<file path="src/rtl/speech_pkg.sv">
// rtl/speech_pkg.sv - shared widths and input FSM state for the distance datapath
package speech_pkg;

    localparam int DW    = 16;
    localparam int NCOEF = 13;
    localparam int WW    = 4;
    localparam int ACCW  = 64;

    typedef enum logic {
        IDLE,
        ACCUM
    } state_t;

endpackage

</file>
<file path="src/rtl/euclidean_distance_accum_if.sv">
// rtl/euclidean_distance_accum_if.sv - coefficient input stream and distance result signals
interface euclidean_distance_accum_if #(
    parameter int DW   = speech_pkg::DW,
    parameter int WW   = speech_pkg::WW,
    parameter int ACCW = speech_pkg::ACCW
);

    logic            ivalid;
    logic [WW-1:0]   iword;
    logic [DW-1:0]   ifeat;
    logic [DW-1:0]   itmpl;
    logic            ovalid;
    logic [WW-1:0]   oword;
    logic [ACCW-1:0] odata;
    logic            obusy;
    logic            oerr;

    modport slave (
        input  ivalid, iword, ifeat, itmpl,
        output ovalid, oword, odata, obusy, oerr
    );

    modport master (
        output ivalid, iword, ifeat, itmpl,
        input  ovalid, oword, odata, obusy, oerr
    );

endinterface

</file>
<file path="src/rtl/sq_diff.sv">
// rtl/sq_diff.sv - two registered stages: signed difference, then its square, with tags alongside
module sq_diff #(
    parameter int DW = speech_pkg::DW,
    parameter int TW = 4
) (
    input  logic                  clk,
    input  logic                  rst,
    input  logic                  in_vld,
    input  logic signed [DW-1:0]  in_feat,
    input  logic signed [DW-1:0]  in_tmpl,
    input  logic [TW-1:0]         in_tag,
    output logic                  s1_vld,
    output logic                  s2_vld,
    output logic [TW-1:0]         s2_tag,
    output logic [2*DW+1:0]       s2_sq
);

    logic signed [DW:0]     s1_diff;
    logic [TW-1:0]          s1_tag;
    logic signed [2*DW+1:0] prod;

    // The square of a (DW+1)-bit signed value is never negative, so the raw bits are the unsigned result.
    assign prod = (2*DW+2)'(s1_diff) * (2*DW+2)'(s1_diff);

    always_ff @(posedge clk) begin
        if (rst) begin
            s1_vld  <= 1'b0;
            s1_diff <= '0;
            s1_tag  <= '0;
            s2_vld  <= 1'b0;
            s2_sq   <= '0;
            s2_tag  <= '0;
        end else begin
            s1_vld  <= in_vld;
            s1_diff <= (DW+1)'(in_feat) - (DW+1)'(in_tmpl);
            s1_tag  <= in_tag;
            s2_vld  <= s1_vld;
            s2_sq   <= unsigned'(prod);
            s2_tag  <= s1_tag;
        end
    end

endmodule

</file>
<file path="src/rtl/euclidean_distance_accum.sv">
// rtl/euclidean_distance_accum.sv - accumulates squared coefficient differences into one distance per template vector
module euclidean_distance_accum #(
    parameter int DW    = speech_pkg::DW,
    parameter int NCOEF = speech_pkg::NCOEF,
    parameter int WW    = speech_pkg::WW,
    parameter int ACCW  = speech_pkg::ACCW
) (
    input  logic                      iclk,
    input  logic                      irst,
    euclidean_distance_accum_if.slave bus
);

    import speech_pkg::*;

    localparam int CW  = $clog2(NCOEF);
    localparam int TW  = WW + 3;
    localparam int SQW = 2 * (DW + 1);

    state_t          state_q, state_d;
    logic [CW-1:0]   cnt_q, cnt_d;
    logic [WW-1:0]   word_q, word_d;
    logic            take, first, last, mis;

    logic            s1_vld, s2_vld;
    logic [TW-1:0]   s2_tag;
    logic [SQW-1:0]  s2_sq;
    logic            s2_first, s2_last, s2_abort;
    logic [WW-1:0]   s2_word;

    logic [ACCW-1:0] acc_q, acc_next;
    logic            s3_vld, s3_last;
    logic [WW-1:0]   s3_word;
    logic            ovalid_q, oerr_q;
    logic [WW-1:0]   oword_q;
    logic [ACCW-1:0] odata_q;

    always_ff @(posedge iclk) begin
        if (irst) begin
            state_q <= IDLE;
            cnt_q   <= '0;
            word_q  <= '0;
        end else begin
            state_q <= state_d;
            cnt_q   <= cnt_d;
            word_q  <= word_d;
        end
    end

    // A word change inside a vector takes priority over the LAST position.
    always_comb begin
        state_d = state_q;
        cnt_d   = cnt_q;
        word_d  = word_q;
        take    = 1'b0;
        first   = 1'b0;
        last    = 1'b0;
        mis     = 1'b0;
        case (state_q)
            IDLE: begin
                if (bus.ivalid) begin
                    take    = 1'b1;
                    first   = 1'b1;
                    word_d  = bus.iword;
                    cnt_d   = CW'(1);
                    state_d = ACCUM;
                end
            end
            ACCUM: begin
                if (bus.ivalid) begin
                    if (bus.iword != word_q) begin
                        mis     = 1'b1;
                        cnt_d   = '0;
                        state_d = IDLE;
                    end else begin
                        take = 1'b1;
                        if (cnt_q == CW'(NCOEF - 1)) begin
                            last    = 1'b1;
                            cnt_d   = '0;
                            state_d = IDLE;
                        end else begin
                            cnt_d = cnt_q + CW'(1);
                        end
                    end
                end
            end
            default: begin
                cnt_d   = '0;
                state_d = IDLE;
            end
        endcase
    end

    // The abort marker rides in the dropped sample's slot, behind every sample of the dead vector.
    sq_diff #(
        .DW (DW),
        .TW (TW)
    ) u_sq_diff (
        .clk     (iclk),
        .rst     (irst),
        .in_vld  (take),
        .in_feat (bus.ifeat),
        .in_tmpl (bus.itmpl),
        .in_tag  ({bus.iword, mis, last & take, first & take}),
        .s1_vld  (s1_vld),
        .s2_vld  (s2_vld),
        .s2_tag  (s2_tag),
        .s2_sq   (s2_sq)
    );

    assign s2_first = s2_tag[0];
    assign s2_last  = s2_tag[1];
    assign s2_abort = s2_tag[2];
    assign s2_word  = s2_tag[TW-1:3];

    assign acc_next = (s2_first ? '0 : acc_q) + ACCW'(s2_sq);

    always_ff @(posedge iclk) begin
        if (irst) begin
            acc_q    <= '0;
            s3_vld   <= 1'b0;
            s3_last  <= 1'b0;
            s3_word  <= '0;
            ovalid_q <= 1'b0;
            oword_q  <= '0;
            odata_q  <= '0;
            oerr_q   <= 1'b0;
        end else begin
            if (s2_abort) begin
                acc_q <= '0;
            end else if (s2_vld) begin
                acc_q <= acc_next;
            end
            s3_vld   <= s2_vld;
            s3_last  <= s2_vld & s2_last;
            s3_word  <= s2_word;
            ovalid_q <= s3_vld & s3_last;
            if (s3_vld && s3_last) begin
                oword_q <= s3_word;
                odata_q <= acc_q;
            end
            oerr_q   <= mis;
        end
    end

    assign bus.ovalid = ovalid_q;
    assign bus.oword  = oword_q;
    assign bus.odata  = odata_q;
    assign bus.oerr   = oerr_q;
    assign bus.obusy  = (cnt_q != '0) || s1_vld || s2_vld || s3_vld;

endmodule

</file>
<file path="src/flat_wrapper.sv">
// flat-port wrapper written by rule: the top's interface ports become plain ports
module euclidean_distance_accum_flat import speech_pkg::*;
#(
    parameter int DW    = speech_pkg::DW,
    parameter int NCOEF = speech_pkg::NCOEF,
    parameter int WW    = speech_pkg::WW,
    parameter int ACCW  = speech_pkg::ACCW
)
  (iclk, irst, bus_ivalid, bus_iword, bus_ifeat, bus_itmpl, bus_ovalid, bus_oword, bus_odata, bus_obusy, bus_oerr);
  euclidean_distance_accum_if #(.DW(DW), .WW(WW), .ACCW(ACCW)) bus_i ();
  input  logic iclk;
  input  logic irst;
  input wire logic [$bits(bus_i.ivalid)-1:0] bus_ivalid;
  input wire logic [$bits(bus_i.iword)-1:0] bus_iword;
  input wire logic [$bits(bus_i.ifeat)-1:0] bus_ifeat;
  input wire logic [$bits(bus_i.itmpl)-1:0] bus_itmpl;
  output wire logic [$bits(bus_i.ovalid)-1:0] bus_ovalid;
  output wire logic [$bits(bus_i.oword)-1:0] bus_oword;
  output wire logic [$bits(bus_i.odata)-1:0] bus_odata;
  output wire logic [$bits(bus_i.obusy)-1:0] bus_obusy;
  output wire logic [$bits(bus_i.oerr)-1:0] bus_oerr;
  assign bus_i.ivalid = bus_ivalid;
  assign bus_i.iword = bus_iword;
  assign bus_i.ifeat = bus_ifeat;
  assign bus_i.itmpl = bus_itmpl;
  assign bus_ovalid = bus_i.ovalid;
  assign bus_oword = bus_i.oword;
  assign bus_odata = bus_i.odata;
  assign bus_obusy = bus_i.obusy;
  assign bus_oerr = bus_i.oerr;
  euclidean_distance_accum #(.DW(DW), .NCOEF(NCOEF), .WW(WW), .ACCW(ACCW)) u_core (.iclk(iclk), .irst(irst), .bus(bus_i));
endmodule
</file>
<file path="config.mk">
export PLATFORM = sky130hd
export DESIGN_NAME = euclidean_distance_accum_flat
export DESIGN_NICKNAME = d
export VERILOG_FILES = /design/src/rtl/speech_pkg.sv /design/src/rtl/euclidean_distance_accum_if.sv /design/src/rtl/sq_diff.sv /design/src/rtl/euclidean_distance_accum.sv /design/src/flat_wrapper.sv
export SDC_FILE = /design/constraint.sdc
export NUM_CORES = 1
export LEC_CHECK = 0
export BUFFER_PORTS_ARGS = -buffer_cell sky130_fd_sc_hd__buf_2
export CORE_MARGIN = 3
export CORE_UTILIZATION = 38
export CTS_BUF_LIST = sky130_fd_sc_hd__clkbuf_16
export DETAILED_ROUTE_END_ITERATION = 10
export PLACE_DENSITY = 0.51
export RECOVER_POWER = 100
export SYNTH_ARGS = -nofsm -noshare
export SYNTH_HDL_FRONTEND = slang
export SYNTH_HIERARCHICAL = 1
export SYNTH_SLANG_ARGS = --single-unit
</file>
<file path="constraint.sdc">
create_clock -name iclk -period 8.7 [get_ports iclk]
set_input_delay 1.74 -clock iclk [delete_from_list [all_inputs] [get_ports iclk]]
set_output_delay 1.74 -clock iclk [all_outputs]
set_load 0.1 [all_outputs]
</file>
; Yosys cells after proc, flatten, opt, wreduce, memory -nomap -nowiden
; Cells that the tools add are included.
[word_totals]
regBits = 216
latch_bits = 0
mem_bits_rw = 0
rom_bits = 0
inputBits = 39
output_inout_bits = 71
memories = 0
[op_classes]
add_sub_neg = 3
multipliers = 1
div = 0
order_cmp = 0
n_eq_ne = 4
shifts = 0
n_mux = 22
bitwise_logic = 5
n_reduce_logical = 8
[ops]
columns = operator, count
row1 = $add 64x34->64, 1
row2 = $mux 64, 1
row3 = $mul 17x17->34, 1
row4 = $sub 16x16->17, 1
row5 = $mux 4, 4
row6 = $mux 1, 14
row7 = $pmux 4 s2, 1
row8 = $add 4x1->4 const B, 1
row9 = $and 1x1->1, 4
row10 = $eq 4x4->1 const B, 1
row11 = $ne 2x2->1 const B, 2
row12 = $ne 4x4->1, 1
row13 = $pmux 1 s2, 2
row14 = $reduce_and 2->1, 2
row15 = $reduce_bool 4->1, 1
row16 = $logic_or 1x1->1, 3
row17 = $reduce_or 2->1, 1
row18 = $logic_and 1x1->1, 1
row19 = $not 1->1, 1

; Depth between registers and ports, before layout
; Gate-level depths: netlist of the first run.
[depth]
depth_word = 6
mapped_depth = 25
ltp_nobuf = 23

; By module
; The synthesis of the first run kept the hierarchy.
[by_module_without_submodules]
columns = module, n_inst, cells_each, area_each_um2
row1 = sq_diff, 1, 1305, 12268.0
row2 = euclidean_distance_accum, 1, 1018, 7990.2

; Least setup slack after synthesis of the first run
; No wires, ideal clock.
[synth_path]
path_type = register -> register
start = reg u_core.u_sq_diff.s1_diff[14]
end = reg u_core.u_sq_diff.s2_sq[30]
setup_ps = 123
t_arrival_ps = 5925
required_time_ps = 8577
setup_slack_ps = 2651
path_stages_with_launch = 24
path_buffers = 3
synth_period_minus_slack_ps = 6049
path_cell_list = dfxtp_1 > clkbuf_1 > clkbuf_1 > nand2_1 > fa_1 > inv_1 > fa_1 > inv_1 > fa_1 > inv_1 > fa_1 > fa_1 > inv_1 > fa_1 > inv_1 > ha_1 > and2_1 > clkbuf_1 > o21ai_0 > a21oi_1 > and3_1 > o31ai_1 > nor3b_2 > mux2_1
[synth_via]
elab_chain_cells = 1
[synth_rtl]
columns = item, line
row1 = start: declaration, sq_diff.sv:18  ; logic signed [DW:0] s1_diff;
row2 = start signal: assignment, sq_diff.sv:35  ; s1_diff <= (DW+1)'(in_feat) - (DW+1)'(in_tmpl);
row3 = $mul 17x17->34, sq_diff.sv:23  ; assign prod = (2*DW+2)'(s1_diff) * (2*DW+2)'(s1_diff);
row4 = end signal: assignment, sq_diff.sv:38  ; s2_sq <= unsigned'(prod);
row5 = end: declaration, sq_diff.sv:15  ; output logic [2*DW+1:0] s2_sq
; Every way passes these cells.
; A chain may end at the register's enable or synchronous reset.

; Final worst setup path of the first run
[layout_path]
start = reg u_core.u_sq_diff.s1_diff[4]
end = reg u_core.u_sq_diff.s2_sq[33]
; The elaborated chain is that of the path after synthesis.

==> results by group, run 1 <==
Outcome
  • Status: finished, violations left
  • Failing checks: max-capacitance violations, max-slew violations

Clocking
  • Hold-fix buffers, CTS: 0
  • Post-CTS Setup Inserts: 0
  • CTS Buffer Depth: 3
  • CTS buffer count: 25
  • Htree depth: 1
  • TritonCTS clock tree: yes
  • CTS Sinks: about 220
  • CTS clock-pin slew for the worst setup and hold paths: 0.06 ns
  • Skew-Pair Late Insertion Delay: 0.55 ns
  • CTS resizes: 0
  • Root Driver: clkbuf_16

Global routing
  • Vias in the first global route: 15580
  • Gr usage total: 0.1765
  • Grt ovf: 0
  • Initial antenna violation count: 0
  • Largest net degree at the start of global routing: 70
  • First-pass GRT wire length: about 82000 um

Detailed routing
  • Via count: 15230
  • Final ANT Viol Nets: 0
  • Remaining DRCs: 0
  • TritonRoute pass-1 iters: 5
  • Final WL: 50000 um
  • DR WL/cell: around 16 um
  • Mean number of vias per cell: approximately 4.9
  • Iteration-0 DRC Markers: approximately 830

Place
  • I/O Buffers: around 110
  • Gpl congestion: around 0.84
  • Dpl cell area: between 20000 and 25000 sq um
  • Post-DP HPWL: ~40000 um

Floorplan
  • IO Pins: 110
  • Row count: 83
  • Die Wd: between 200 and 250 um
  • Core ar.: about 52000 sq um
  • Die footprint: about 56000 sq um
  • Initial Util: 0.3894
  • Die span in y: around 240 um

STA
  • Final worst path period need: ~7.0 ns
  • Final Slew Violations: 330
  • Peak Freq: ~140 MHz
  • Worst Max-Slew Pin Slew: between 3 and 4 ns
  • Unrepaired setup endpoints after global routing: no
  • Final Hold Vio Count: 0
  • Rel. slew slack: -1.078
  • Hold slack: approximately 0.43 ns
  • Final setup vio count: 0
  • Clock skew: 0.02810 ns
  • Tcrit/Tclk final: 0.8075
  • Setup_tns: 0 ns

Synth
  • Top FF cell, synth: dfxtp_1
  • Share of the synthesized area in the top cell type: 0.2678
  • Count leader, synth: inv_1
  • Largest cells by area after synthesis: fa_1 (27%), dfxtp_1 (21%), ha_1 (8.5%)
  • Seq/Total Area, Yosys: 0.2125
  • Synth warnings: 6
  • Area leader, netlist: fa_1
  • Synthesized area per cell: between 8 and 9 sq um
  • Distinct cell type count after synthesis: 83
  • EDFF count, synth: 0
  • Synthesized area: 20260 sq um
  • Synth Instances: between 2000 and 2500
  • Synth cell count leaders: inv_1 (386), nand2_1 (296), fa_1 (271)
  • Share of synthesized registers carrying an async set or reset: 0
  • Post-Syn Nets: about 2800
  • Post-synthesis register bit count: approximately 220

Worst setup path
  • Reg2reg setup slack: ~1.7 ns
  • CP endpoint: u_core/u_sq_diff/s2_sq[33]$_SDFF_PP0_
  • Reg2Reg Depth: 20
  • Worst r2r src: u_core/u_sq_diff/s1_diff[4]$_SDFF_PP0_
  • Startpoint Class: flip-flop
  • CP startpoint: u_core/u_sq_diff/s1_diff[4]$_SDFF_PP0_
  • Crit end category: flip-flop
  • CP required: 9.13 ns
  • RR Endpoint: u_core/u_sq_diff/s2_sq[33]$_SDFF_PP0_
  • Critical path data arrival time: between 7 and 8 ns
  • Worst-path maximum fanout: 19
  • Setup Crit Path Kind: reg -> reg

Finish
  • Share of post-route cells with drive strength above 1: 0.04587
  • ANT cells: 0
  • Layout Nets: ~2800
  • Synthesis-to-finish area growth: 8.993%
  • Post-route cell area: 22080 sq um
  • # fillers: around 5200
  • Final design utilization: 0.4244

Power
  • Worst vdd ir: approximately 0.18 mV
  • Pwr dens: about 250 nW/um^2
  • LEAKAGE: between 9 and 10 nW
  • Power consumption: 5.629 mW

Flow run
  • # Max-Cap Violations: 7

Hold path
  • Hold Crit Class: reg -> reg
## cell usage in the layout (no fill, tap or decap), types with 7 or more instances in the layout
master,Yosys,layout
o21bai_1,9,9
clkbuf_16,0,25
nor2_1,143,143
clkbuf_1,76,77
nand3_1,27,27
inv_1,386,389
a21oi_1,150,151
xor2_1,34,34
nand2b_1,16,16
nand4_1,22,22
dfxtp_1,215,213
buf_2,5,38
a211oi_1,17,17
nand2_1,296,295
o21a_1,10,10
a31oi_1,19,19
o21ai_0,42,43
xnor2_1,47,47
nor3_1,26,26
a21o_1,29,29
ha_1,138,138
mux2i_1,30,30
fa_1,271,271
nor3b_1,7,7
and2_1,69,64
and3_1,13,13
o2111ai_1,6,7
or3_1,9,9
nor2b_1,88,88
## worst min path at each step
stage	start	endpoint	cells past startpoint
detailed placement	u_core/u_sq_diff/s2_tag[1]$_SDFF_PP0_	u_core/s3_last$_SDFF_PP0_	1
CTS	u_core/u_sq_diff/s2_tag[1]$_SDFF_PP0_	u_core/s3_last$_SDFF_PP0_	1
finish	u_core/u_sq_diff/s2_tag[1]$_SDFF_PP0_	u_core/s3_last$_SDFF_PP0_	1
floorplan	u_core/u_sq_diff/s2_tag[1]$_SDFF_PP0_	u_core/s3_last$_SDFF_PP0_	1
global placement	u_core/u_sq_diff/s2_tag[1]$_SDFF_PP0_	u_core/s3_last$_SDFF_PP0_	1
global route	u_core/u_sq_diff/s1_tag[6]$_SDFF_PP0_	u_core/u_sq_diff/s2_tag[6]$_SDFF_PP0_	1
## metal layers
metal / track usage / vias to the layer above / wire length [um]
met3: 0.02131 / 46 / 2167
met5: 0 / - / 0
met2: 0.2858 / 276 / 22320
li1: - / 7518 / -
met1: 0.2568 / 7385 / 24730
met4: 0.03024 / 0 / 775
## layout make-up
class / instances / area [sq um] / share of cell area
Tap cell: 680 / 850.8 / 0.03853
Multi-Input combinational cell: 1631 / 14100 / 0.6384
Clock buffer: 25 / 625.6 / 0.02833
Timing Repair Buffer: 120 / 516.7 / 0.02340
Inverter: 386 / 1449 / 0.06562
Clock inverter: 21 / 235.2 / 0.01065
Sequential cell: 215 / 4307 / 0.1950
## flip-flops by register name, summed over array words and instances, names as in the netlist, 4 cells and up
signal,cells
u_core/word_q,4
u_core/cnt_q,4
u_core/acc_q,64
u_core/bus.odata,64
u_core/u_sq_diff/s1_tag,7
u_core/s3_word,4
u_core/u_sq_diff/s2_tag,7
u_core/bus.oword,4
u_core/u_sq_diff/s2_sq,33
u_core/u_sq_diff/s1_diff,17
## per-stage QoR
step,cells,worst slack (ns)
2_1_floorplan,2323,2.651
3_3_place_gp,3032,1.949
3_5_place_dp,3032,1.828
4_1_cts,3078,1.802
5_1_grt,3078,1.314
6_report,3078,1.674
## power by group
group	leakage [nW]	switching (mW)	internal (mW)	total (mW)
combinational	7.82	1.94	1.39	3.34
sequential	1.75	0.107	1.09	1.19
clock	0.421	0.450	0.650	1.10
total	9.99	2.50	3.13	5.63
## cells by family (layout without fill, tap and decap cells)
kind of cell,after synthesis,count (layout),synth area share
buffers and inverters,477,552,0.08888
and+or+nand+nor,742,742,0.1744
AOI/OAI and AO/OA,360,360,0.1167
xor gates and xnor gates,81,81,0.03502
adders and majority gates,409,409,0.3530
muxes,38,38,0.01927
DFF,215,215,0.2125
other,1,1,0.0001851
## worst max-delay path, stage by stage (launching register included)
cell,delay [ns]
dfxtp_1,0.88
and2_0,0.27
inv_1,0.08
fa_1,0.53
inv_1,0.06
fa_1,0.44
fa_1,0.54
inv_1,0.05
fa_1,0.56
fa_1,0.44
fa_1,0.50
inv_1,0.06
ha_1,0.35
a211oi_1,0.29
nor2_1,0.10
a311oi_1,0.41
a21oi_1,0.21
a31o_1,0.30
a22oi_1,0.31
a31oi_1,0.17
mux2_1,0.34
Power figures use the tool's default switching activity.
==> inputs of run 2 (changes only) <==
==> constraint.sdc (replaced) <==
create_clock -name iclk -period 6.5 [get_ports iclk]
set_input_delay 1.3 -clock iclk [delete_from_list [all_inputs] [get_ports iclk]]
set_output_delay 1.3 -clock iclk [all_outputs]
set_load 0.1 [all_outputs]
==> run 2 against run 1 <==
  * The run still ends with max-capacitance violations, max-slew violations left
  * Flip-flop and latch count is the same
  * Sequential share of layout area shrank 0.26 points
  * Cell count increased by 1.2%
  * Non-clock buffer count increased by 35
  * Die area stayed put
  * First-iteration DRC count shrank 12%
  * Clock-buffer cell count increased by 1
  * Maximum frequency grew 11%
  * Register-to-register slack lost 1.5 ns
  * Clock skew increased by 0.013 ns
  * Largest power group unchanged
  * Highest routed layer unchanged
==> results by group, run 2 (synthesis gave the netlist of run 1 again) <==
STA
  • Peak Freq: 158.6 MHz (was 142.3 MHz)
  • Rel. slew slack: -0.9233 (was -1.078)
  • Final worst path period need: 6.304 ns (was 7.026 ns)
  • Setup_tns: 0 ns (unchanged)
  • Clock skew: 0.04151 ns (was 0.02810 ns)
  • Unrepaired setup endpoints after global routing: no (unchanged)
  • Tcrit/Tclk final: 0.9698 (was 0.8075)
  • Final setup vio count: 0 (unchanged)
  • Final Slew Violations: 201 (was 330)
  • Worst Max-Slew Pin Slew: 2.885 ns (was 3.117 ns)
  • Final Hold Vio Count: 0 (unchanged)

Place
  • Post-DP HPWL: 40340 um (was 39240 um)
  • I/O Buffers: 109 (unchanged)
  • Gpl congestion: 0.9012 (was 0.8385)
  • Placed Cells: 3065 (was 3032)

Outcome
  • Failing checks: max-capacitance violations, max-slew violations (unchanged)
  • Status: finished, violations left (unchanged)

Finish
  • Commonest non-fill, non-tap cell in the layout: inv_1 (unchanged)
  • Synthesis-to-finish area growth: 10.64% (was 8.993%)
  • ANT cells: 0 (unchanged)
  • Layout Nets: 2863 (was 2827)
  • Most frequent cells in the layout: inv_1 (387), nand2_1 (295), fa_1 (270) (was inv_1 (389), nand2_1 (295), fa_1 (271))
  • Fin cells: 3114 (was 3078)
  • Share of post-route cells with drive strength above 1: 0.06286 (was 0.04587)

Global routing
  • Grt ovf: 0 (unchanged)
  • Largest net degree at the start of global routing: 73 (was 70)
  • First-pass GRT wire length: 82370 um (was 82330 um)
  • Vias in the first global route: 15540 (was 15580)
  • Gr usage total: 0.1780 (was 0.1765)
  • Initial antenna violation count: 0 (unchanged)

Floorplan
  • Initial Util: 0.3894 (unchanged)
  • Die Wd: 236.9 um (unchanged)
  • Die footprint: 56120 sq um (unchanged)
  • Die span in y: 236.9 um (unchanged)
  • Core ar.: 52030 sq um (unchanged)
  • Row count: 83 (unchanged)
  • IO Pins: 110 (unchanged)

Detailed routing
  • Iteration-0 DRC Markers: 737 (was 833)
  • Final ANT Viol Nets: 0 (unchanged)
  • DR WL/cell: 16.02 um (was 16.24 um)
  • Remaining DRCs: 0 (unchanged)
  • TritonRoute pass-1 iters: 5 (unchanged)
  • Final WL: 49880 um (was 50000 um)
  • Mean number of vias per cell: 4.844 (was 4.946)
  • Via count: 15080 (was 15230)

Worst setup path
  • CP required: 6.94 ns (was 9.13 ns)
  • CP dominant cell by count: fa_1 (unchanged)
  • Slowest stage cell on the critical path: dfxtp_1 (unchanged)
  • Crit end category: flip-flop (unchanged)
  • RR Endpoint: u_core/u_sq_diff/s2_sq[33]$_SDFF_PP0_ (unchanged)
  • Reg2reg setup slack: 0.20 ns (was 1.67 ns)
  • Worst r2r src: u_core/u_sq_diff/s1_diff[5]$_SDFF_PP0_ (was u_core/u_sq_diff/s1_diff[4]$_SDFF_PP0_)
  • Sequence of cells on the critical path: nand2_1, inv_1, fa_1, inv_1, fa_1, fa_1, inv_1, fa_1, fa_1, inv_1, fa_1, inv_1, ha_1, a21oi_1, a21oi_1, a211oi_1, a21oi_2, a31o_1, a22oi_4, a31oi_1, mux2_1 (was and2_0, inv_1, fa_1, inv_1, fa_1, fa_1, inv_1, fa_1, fa_1, fa_1, inv_1, ha_1, a211oi_1, nor2_1, a311oi_1, a21oi_1, a31o_1, a22oi_1, a31oi_1, mux2_1)
  • Startpoint Class: flip-flop (unchanged)
  • Highest cell delay on the worst timing path: 0.63 ns (was 0.88 ns)
  • Setup Crit Path Kind: reg -> reg (unchanged)
  • Reg2Reg Depth: 21 (was 20)
  • Worst-path maximum fanout: 11 (was 19)
  • Critical path data arrival time: 6.74 ns (was 7.46 ns)

Power
  • LEAKAGE: 10.22 nW (was 9.995 nW)
  • Worst vdd ir: 0.2248 mV (was 0.1756 mV)
  • Pwr dens: 342.5 nW/um^2 (was 255.0 nW/um^2)

Clocking
  • CTS Buffer Depth: 3 (unchanged)
  • Skew-Pair Late Insertion Delay: 0.56 ns (was 0.55 ns)
  • CTS buffer count: 26 (was 25)
  • CTS Sinks: 215 (unchanged)
  • TritonCTS clock tree: yes (unchanged)
  • Htree depth: 1 (unchanged)
  • Root Driver: clkbuf_16 (unchanged)
  • CTS clock-pin slew for the worst setup and hold paths: 0.06 ns (about the same)
  • Hold-fix buffers, CTS: 0 (unchanged)

Hold path
  • Hold Path End: u_core/s3_last$_SDFF_PP0_ (unchanged)
  • Hold_sp: u_core/u_sq_diff/s2_tag[1]$_SDFF_PP0_ (unchanged)
  • Hold Crit Depth: 1 (unchanged)
  • Hold Crit Class: reg -> reg (unchanged)

Flow run
  • # Max-Cap Violations: 5 (was 7)
## run 2: what timing repair did
action / CTS / global route
hold endpoints to repair: 0 / 0
setup buffers: 0 / 2
resized for setup: 0 / 13
endpoints found under the setup margin: 0 / 12
## run 2: critical path, delay by kind of cell (launching register included)
family,cells,cell delay [ns]
fa+ha+maj,7,3.19
compound gates,7,1.47
flops,1,0.63
buf+inv,5,0.36
mux,1,0.34
simple gates,1,0.19
## run 2: layer usage
layer | up-vias | global-route usage | share of wire
li1 | 7602 | - | -
met5 | - | 0 | 0
met4 | 0 | 0.03353 | 0.016
met3 | 41 | 0.02306 | 0.034
met2 | 216 | 0.2893 | 0.45
met1 | 7225 | 0.2560 | 0.50
## run 2: report_power, final
group	internal [mW]	total, mW	switching (mW)
clock	0.891	1.49	0.598
sequential	1.45	1.57	0.116
combinational	1.93	4.62	2.68
## run 2: worst max-delay path by stage
stage                                                        from                               endpoint  slack, ns  cells after the start
after global routing       u_core/u_sq_diff/s1_diff[4]$_SDFF_PP0_  u_core/u_sq_diff/s2_sq[26]$_SDFF_PP0_      0.008                     22
after global placement     u_core/u_sq_diff/s1_diff[3]$_SDFF_PP0_  u_core/u_sq_diff/s2_sq[33]$_SDFF_PP0_       0.21                     21
final                      u_core/u_sq_diff/s1_diff[5]$_SDFF_PP0_  u_core/u_sq_diff/s2_sq[33]$_SDFF_PP0_       0.20                     21
after detailed placement   u_core/u_sq_diff/s1_diff[3]$_SDFF_PP0_  u_core/u_sq_diff/s2_sq[33]$_SDFF_PP0_     -0.006                     21
after floorplan           u_core/u_sq_diff/s1_diff[14]$_SDFF_PP0_  u_core/u_sq_diff/s2_sq[30]$_SDFF_PP0_       0.45                     23
after CTS                  u_core/u_sq_diff/s1_diff[3]$_SDFF_PP0_  u_core/u_sq_diff/s2_sq[33]$_SDFF_PP0_       0.01                     21
## run 2: layout make-up
class	instances	area, sq um
fillers	5283	29620
multi-input cells	1631	14130
flip-flops and latches	215	4314
inverters	386	1456
well taps	680	850.8
repair buffers	155	785.8
clock buffers	26	650.6
clock inverters	21	222.7
## run 2: metrics by stage
step	utilization	total power, mW	hold WS [ns]	setup WS, ns	cell area [sq um]
finish	0.4308	7.677	0.4294	0.1963	22410
global route	0.4308	8.510	0.4455	0.007762	22410
CTS	0.4327	7.783	0.4289	0.009539	22520
detailed placement	0.4160	6.229	0.4152	-0.006203	21640
global placement	0.4160	6.200	0.4118	0.2112	21640
floorplan	-	5.146	0.4057	0.4513	20260
==> inputs of run 3 (changes only) <==
--- a/config.mk
+++ b/config.mk
@@ -6,7 +6,6 @@
 export NUM_CORES = 1
 export LEC_CHECK = 0
 export BUFFER_PORTS_ARGS = -buffer_cell sky130_fd_sc_hd__buf_2
-export CORE_MARGIN = 3
 export CORE_UTILIZATION = 38
 export CTS_BUF_LIST = sky130_fd_sc_hd__clkbuf_16
 export DETAILED_ROUTE_END_ITERATION = 10
==> run 3 against run 2 <==
  * The run still ends with max-capacitance violations, max-slew violations left
  * Global-route usage increased by 0.59 points
  * Via count increased by 0.70%
  * Clock power decreased by 7%
  * Sequential power about the same
  * Worst hold slack got worse by 0.0029 ns
  * Non-clock buffer count increased by 3
  * Combinational power increased by 1%
  * Routed wire length decreased by 2.1%
  * Clock-buffer cell count unchanged
  * Critical path depth decreased by 2
  * Cell count increased by 0.35%
  * Sequential share of layout area about the same
  * Critical path type unchanged
  * Largest power group unchanged
  * Highest routed layer unchanged
==> results by group, run 3 (synthesis gave the netlist of run 1 again) <==
Outcome
  • Status: finished, violations left (unchanged)
  • Failing checks: max-capacitance violations, max-slew violations (unchanged)

Worst setup path
  • CP startpoint: u_core/u_sq_diff/s1_diff[14]$_SDFF_PP0_ (was u_core/u_sq_diff/s1_diff[5]$_SDFF_PP0_)
  • Sequence of cells on the critical path: nand2_1, fa_1, fa_1, fa_1, inv_1, fa_1, fa_1, inv_1, fa_1, inv_1, ha_1, a21oi_1, nand2_1, a311oi_2, a21oi_2, a31o_1, a22oi_4, a31oi_1, mux2_1 (was nand2_1, inv_1, fa_1, inv_1, fa_1, fa_1, inv_1, fa_1, fa_1, inv_1, fa_1, inv_1, ha_1, a21oi_1, a21oi_1, a211oi_1, a21oi_2, a31o_1, a22oi_4, a31oi_1, mux2_1)
  • RR Endpoint: u_core/u_sq_diff/s2_sq[31]$_SDFF_PP0_ (was u_core/u_sq_diff/s2_sq[33]$_SDFF_PP0_)
  • Slowest stage cell on the critical path: dfxtp_1 (unchanged)
  • Reg2reg setup slack: 0.25 ns (was 0.20 ns)
  • CP dominant cell by count: fa_1 (unchanged)
  • Startpoint Class: flip-flop (unchanged)
  • Highest cell delay on the worst timing path: 0.71 ns (was 0.63 ns)
  • CP required: 6.93 ns (was 6.94 ns)
  • CP endpoint: u_core/u_sq_diff/s2_sq[31]$_SDFF_PP0_ (was u_core/u_sq_diff/s2_sq[33]$_SDFF_PP0_)
  • Worst r2r src: u_core/u_sq_diff/s1_diff[14]$_SDFF_PP0_ (was u_core/u_sq_diff/s1_diff[5]$_SDFF_PP0_)
  • Reg2Reg Depth: 19 (was 21)
  • Worst path bufs/invs: 3 (was 5)
  • Crit path max-delay family: adder cells (unchanged)
  • Crit path depth: 19 (was 21)
  • Worst-path maximum fanout: 14 (was 11)
  • Setup Crit Path Kind: reg -> reg (unchanged)
  • Crit end category: flip-flop (unchanged)
  • Critical path data arrival time: 6.68 ns (was 6.74 ns)

STA
  • Peak Freq: 160.0 MHz (was 158.6 MHz)
  • Final Hold Vio Count: 0 (unchanged)
  • Setup_tns: 0 ns (unchanged)
  • Rel. slew slack: -0.8933 (was -0.9233)
  • Worst Max-Slew Pin Slew: 2.840 ns (was 2.885 ns)
  • Final setup vio count: 0 (unchanged)
  • Clock skew: 0.01547 ns (was 0.04151 ns)
  • Final worst path period need: 6.250 ns (was 6.304 ns)
  • Hold slack: 0.4265 ns (was 0.4294 ns)
  • Final Slew Violations: 144 (was 201)
  • Tcrit/Tclk final: 0.9615 (was 0.9698)
  • Unrepaired setup endpoints after global routing: no (unchanged)

Clocking
  • CTS Sinks: 215 (unchanged)
  • CTS Buffer Depth: 3 (unchanged)
  • Htree depth: 1 (unchanged)
  • CTS clock-pin slew for the worst setup and hold paths: 0.06 ns (about the same)
  • TritonCTS clock tree: yes (unchanged)
  • Skew-Pair Late Insertion Delay: 0.55 ns (was 0.56 ns)
  • Hold-fix buffers, CTS: 0 (unchanged)
  • CTS buffer count: 26 (unchanged)
  • Root Driver: clkbuf_16 (unchanged)

Floorplan
  • Die footprint: 54240 sq um (was 56120 sq um)
  • IO Pins: 110 (unchanged)
  • Die Wd: 232.9 um (was 236.9 um)
  • Die span in y: 232.9 um (was 236.9 um)
  • Initial Util: 0.3847 (was 0.3894)
  • Core ar.: 52660 sq um (was 52030 sq um)
  • Row count: 84 (was 83)

Finish
  • Most frequent cells in the layout: inv_1 (392), nand2_1 (295), fa_1 (269) (was inv_1 (387), nand2_1 (295), fa_1 (270))
  • Layout Nets: 2866 (was 2863)
  • ANT cells: 0 (unchanged)
  • Share of post-route cells with drive strength above 1: 0.06730 (was 0.06286)
  • Post-route cell area: 22440 sq um (was 22410 sq um)
  • Commonest non-fill, non-tap cell in the layout: inv_1 (unchanged)
  • Synthesis-to-finish area growth: 10.75% (was 10.64%)

Place
  • Post-DP HPWL: 39510 um (was 40340 um)
  • I/O Buffers: 109 (unchanged)
  • Dpl cell area: 21670 sq um (was 21640 sq um)
  • Gpl congestion: 0.8648 (was 0.9012)

Power
  • LEAKAGE: 10.21 nW (was 10.22 nW)
  • Switching portion of total power: 0.4461 (was 0.4427)
  • Comb pwr share: 0.613 (was 0.602)
  • Pint: 4.225 mW (was 4.278 mW)
  • Worst vdd ir: 0.1933 mV (was 0.2248 mV)
  • Clock share of power: 0.181 (was 0.194)
  • Pwr dens: 340.0 nW/um^2 (was 342.5 nW/um^2)
  • Psw: 3.403 mW (was 3.399 mW)
  • Seq pwr share: 0.206 (was 0.204)

Detailed routing
  • Remaining DRCs: 0 (unchanged)
  • Mean number of vias per cell: 4.861 (was 4.844)
  • Iteration-0 DRC Markers: 677 (was 737)
  • TritonRoute pass-1 iters: 5 (unchanged)
  • DR WL/cell: 15.63 um (was 16.02 um)
  • Final ANT Viol Nets: 0 (unchanged)
  • Final WL: 48830 um (was 49880 um)
  • Via count: 15190 (was 15080)

Global routing
  • Grt ovf: 0 (unchanged)
  • Initial antenna violation count: 0 (unchanged)
  • Gr usage total: 0.1839 (was 0.1780)
  • First-pass GRT wire length: 81430 um (was 82370 um)
  • Vias in the first global route: 15660 (was 15540)
  • Largest net degree at the start of global routing: 66 (was 73)

Flow run
  • # Max-Cap Violations: 3 (was 5)

Hold path
  • Hold Crit Class: reg -> reg (unchanged)
-- run 3: changes by cell type in the layout (fill, tap and decap cells not counted), moves of 3 or more --
cell and change:
and2_0 -4, o31ai_1 -3, dfxtp_2 +4, o21ai_0 -4, o21ai_1 +3, and2_1 +4
inv_1 +5, dfxtp_1 -4
-- run 3: metal layers --
layer	track usage	share of wire	vias to the layer above
met5	0	0	-
met4	0.03166	0.012	0
met3	0.01691	0.030	45
met2	0.3062	0.46	210
met1	0.2609	0.50	7320
li1	-	-	7615
-- run 3: layout make-up --
type	count	area, sq um
fill	5279	30220
multi-input combinational	1631	14180
sequential	215	4319
inverter	386	1453
tap	688	860.8
timing repair buffer	158	813.3
clock buffer	26	650.6
clock inverter	21	160.2
-- run 3: timing repair --
item / in CTS / in global routing
buffers inserted: 0 / 2
endpoints found under the setup margin: 0 / 8
gates resized for setup: 0 / 20
endpoints found under the hold margin: 0 / 0
-- run 3: worst min path at each step --
stage                                     startpoint                                    end  slack [ns]  cells past startpoint
3_3_place_gp   u_core/u_sq_diff/s2_tag[1]$_SDFF_PP0_              u_core/s3_last$_SDFF_PP0_        0.41                      1
6_report       u_core/u_sq_diff/s2_tag[1]$_SDFF_PP0_              u_core/s3_last$_SDFF_PP0_        0.43                      1
2_1_floorplan  u_core/u_sq_diff/s2_tag[1]$_SDFF_PP0_              u_core/s3_last$_SDFF_PP0_        0.41                      1
4_1_cts                 u_core/s3_word[3]$_SDFF_PP0_       u_core/bus.oword[3]$_SDFFE_PP0P_        0.43                      2
3_5_place_dp   u_core/u_sq_diff/s2_tag[1]$_SDFF_PP0_              u_core/s3_last$_SDFF_PP0_        0.42                      1
5_1_grt        u_core/u_sq_diff/s1_tag[4]$_SDFF_PP0_  u_core/u_sq_diff/s2_tag[4]$_SDFF_PP0_        0.45                      1
-- run 3: worst reg2reg max path, stage by stage, from the launching register on --
cell,delay (ns)
dfxtp_1,0.71
nand2_1,0.22
fa_1,0.50
fa_1,0.51
fa_1,0.54
inv_1,0.07
fa_1,0.49
fa_1,0.49
inv_1,0.05
fa_1,0.47
inv_1,0.04
ha_1,0.32
a21oi_1,0.22
nand2_1,0.11
a311oi_2,0.32
a21oi_2,0.12
a31o_1,0.30
a22oi_4,0.20
a31oi_1,0.13
mux2_1,0.32
-- run 3: metrics by stage --
step                instances  setup slack [ns]  total power, mW    util
floorplan                2323            0.4513            5.146       -
global placement         3076            0.2735            6.214  0.4116
detailed placement       3076            0.2014            6.257  0.4116
CTS                      3123            0.1760            7.710  0.4270
global route             3125           0.01844            8.445  0.4261
finish                   3125            0.2501            7.628  0.4261
-- run 3: power groups by stage --
stage          logic (mW)  clock network [mW]  registers, mW
2_1_floorplan        3.62                   0           1.53
3_3_place_gp         4.62                   0           1.60
6_report             4.68                1.38           1.57
5_1_grt              5.37                1.49           1.58
3_5_place_dp         4.66                   0           1.59
4_1_cts              4.70                1.44           1.57
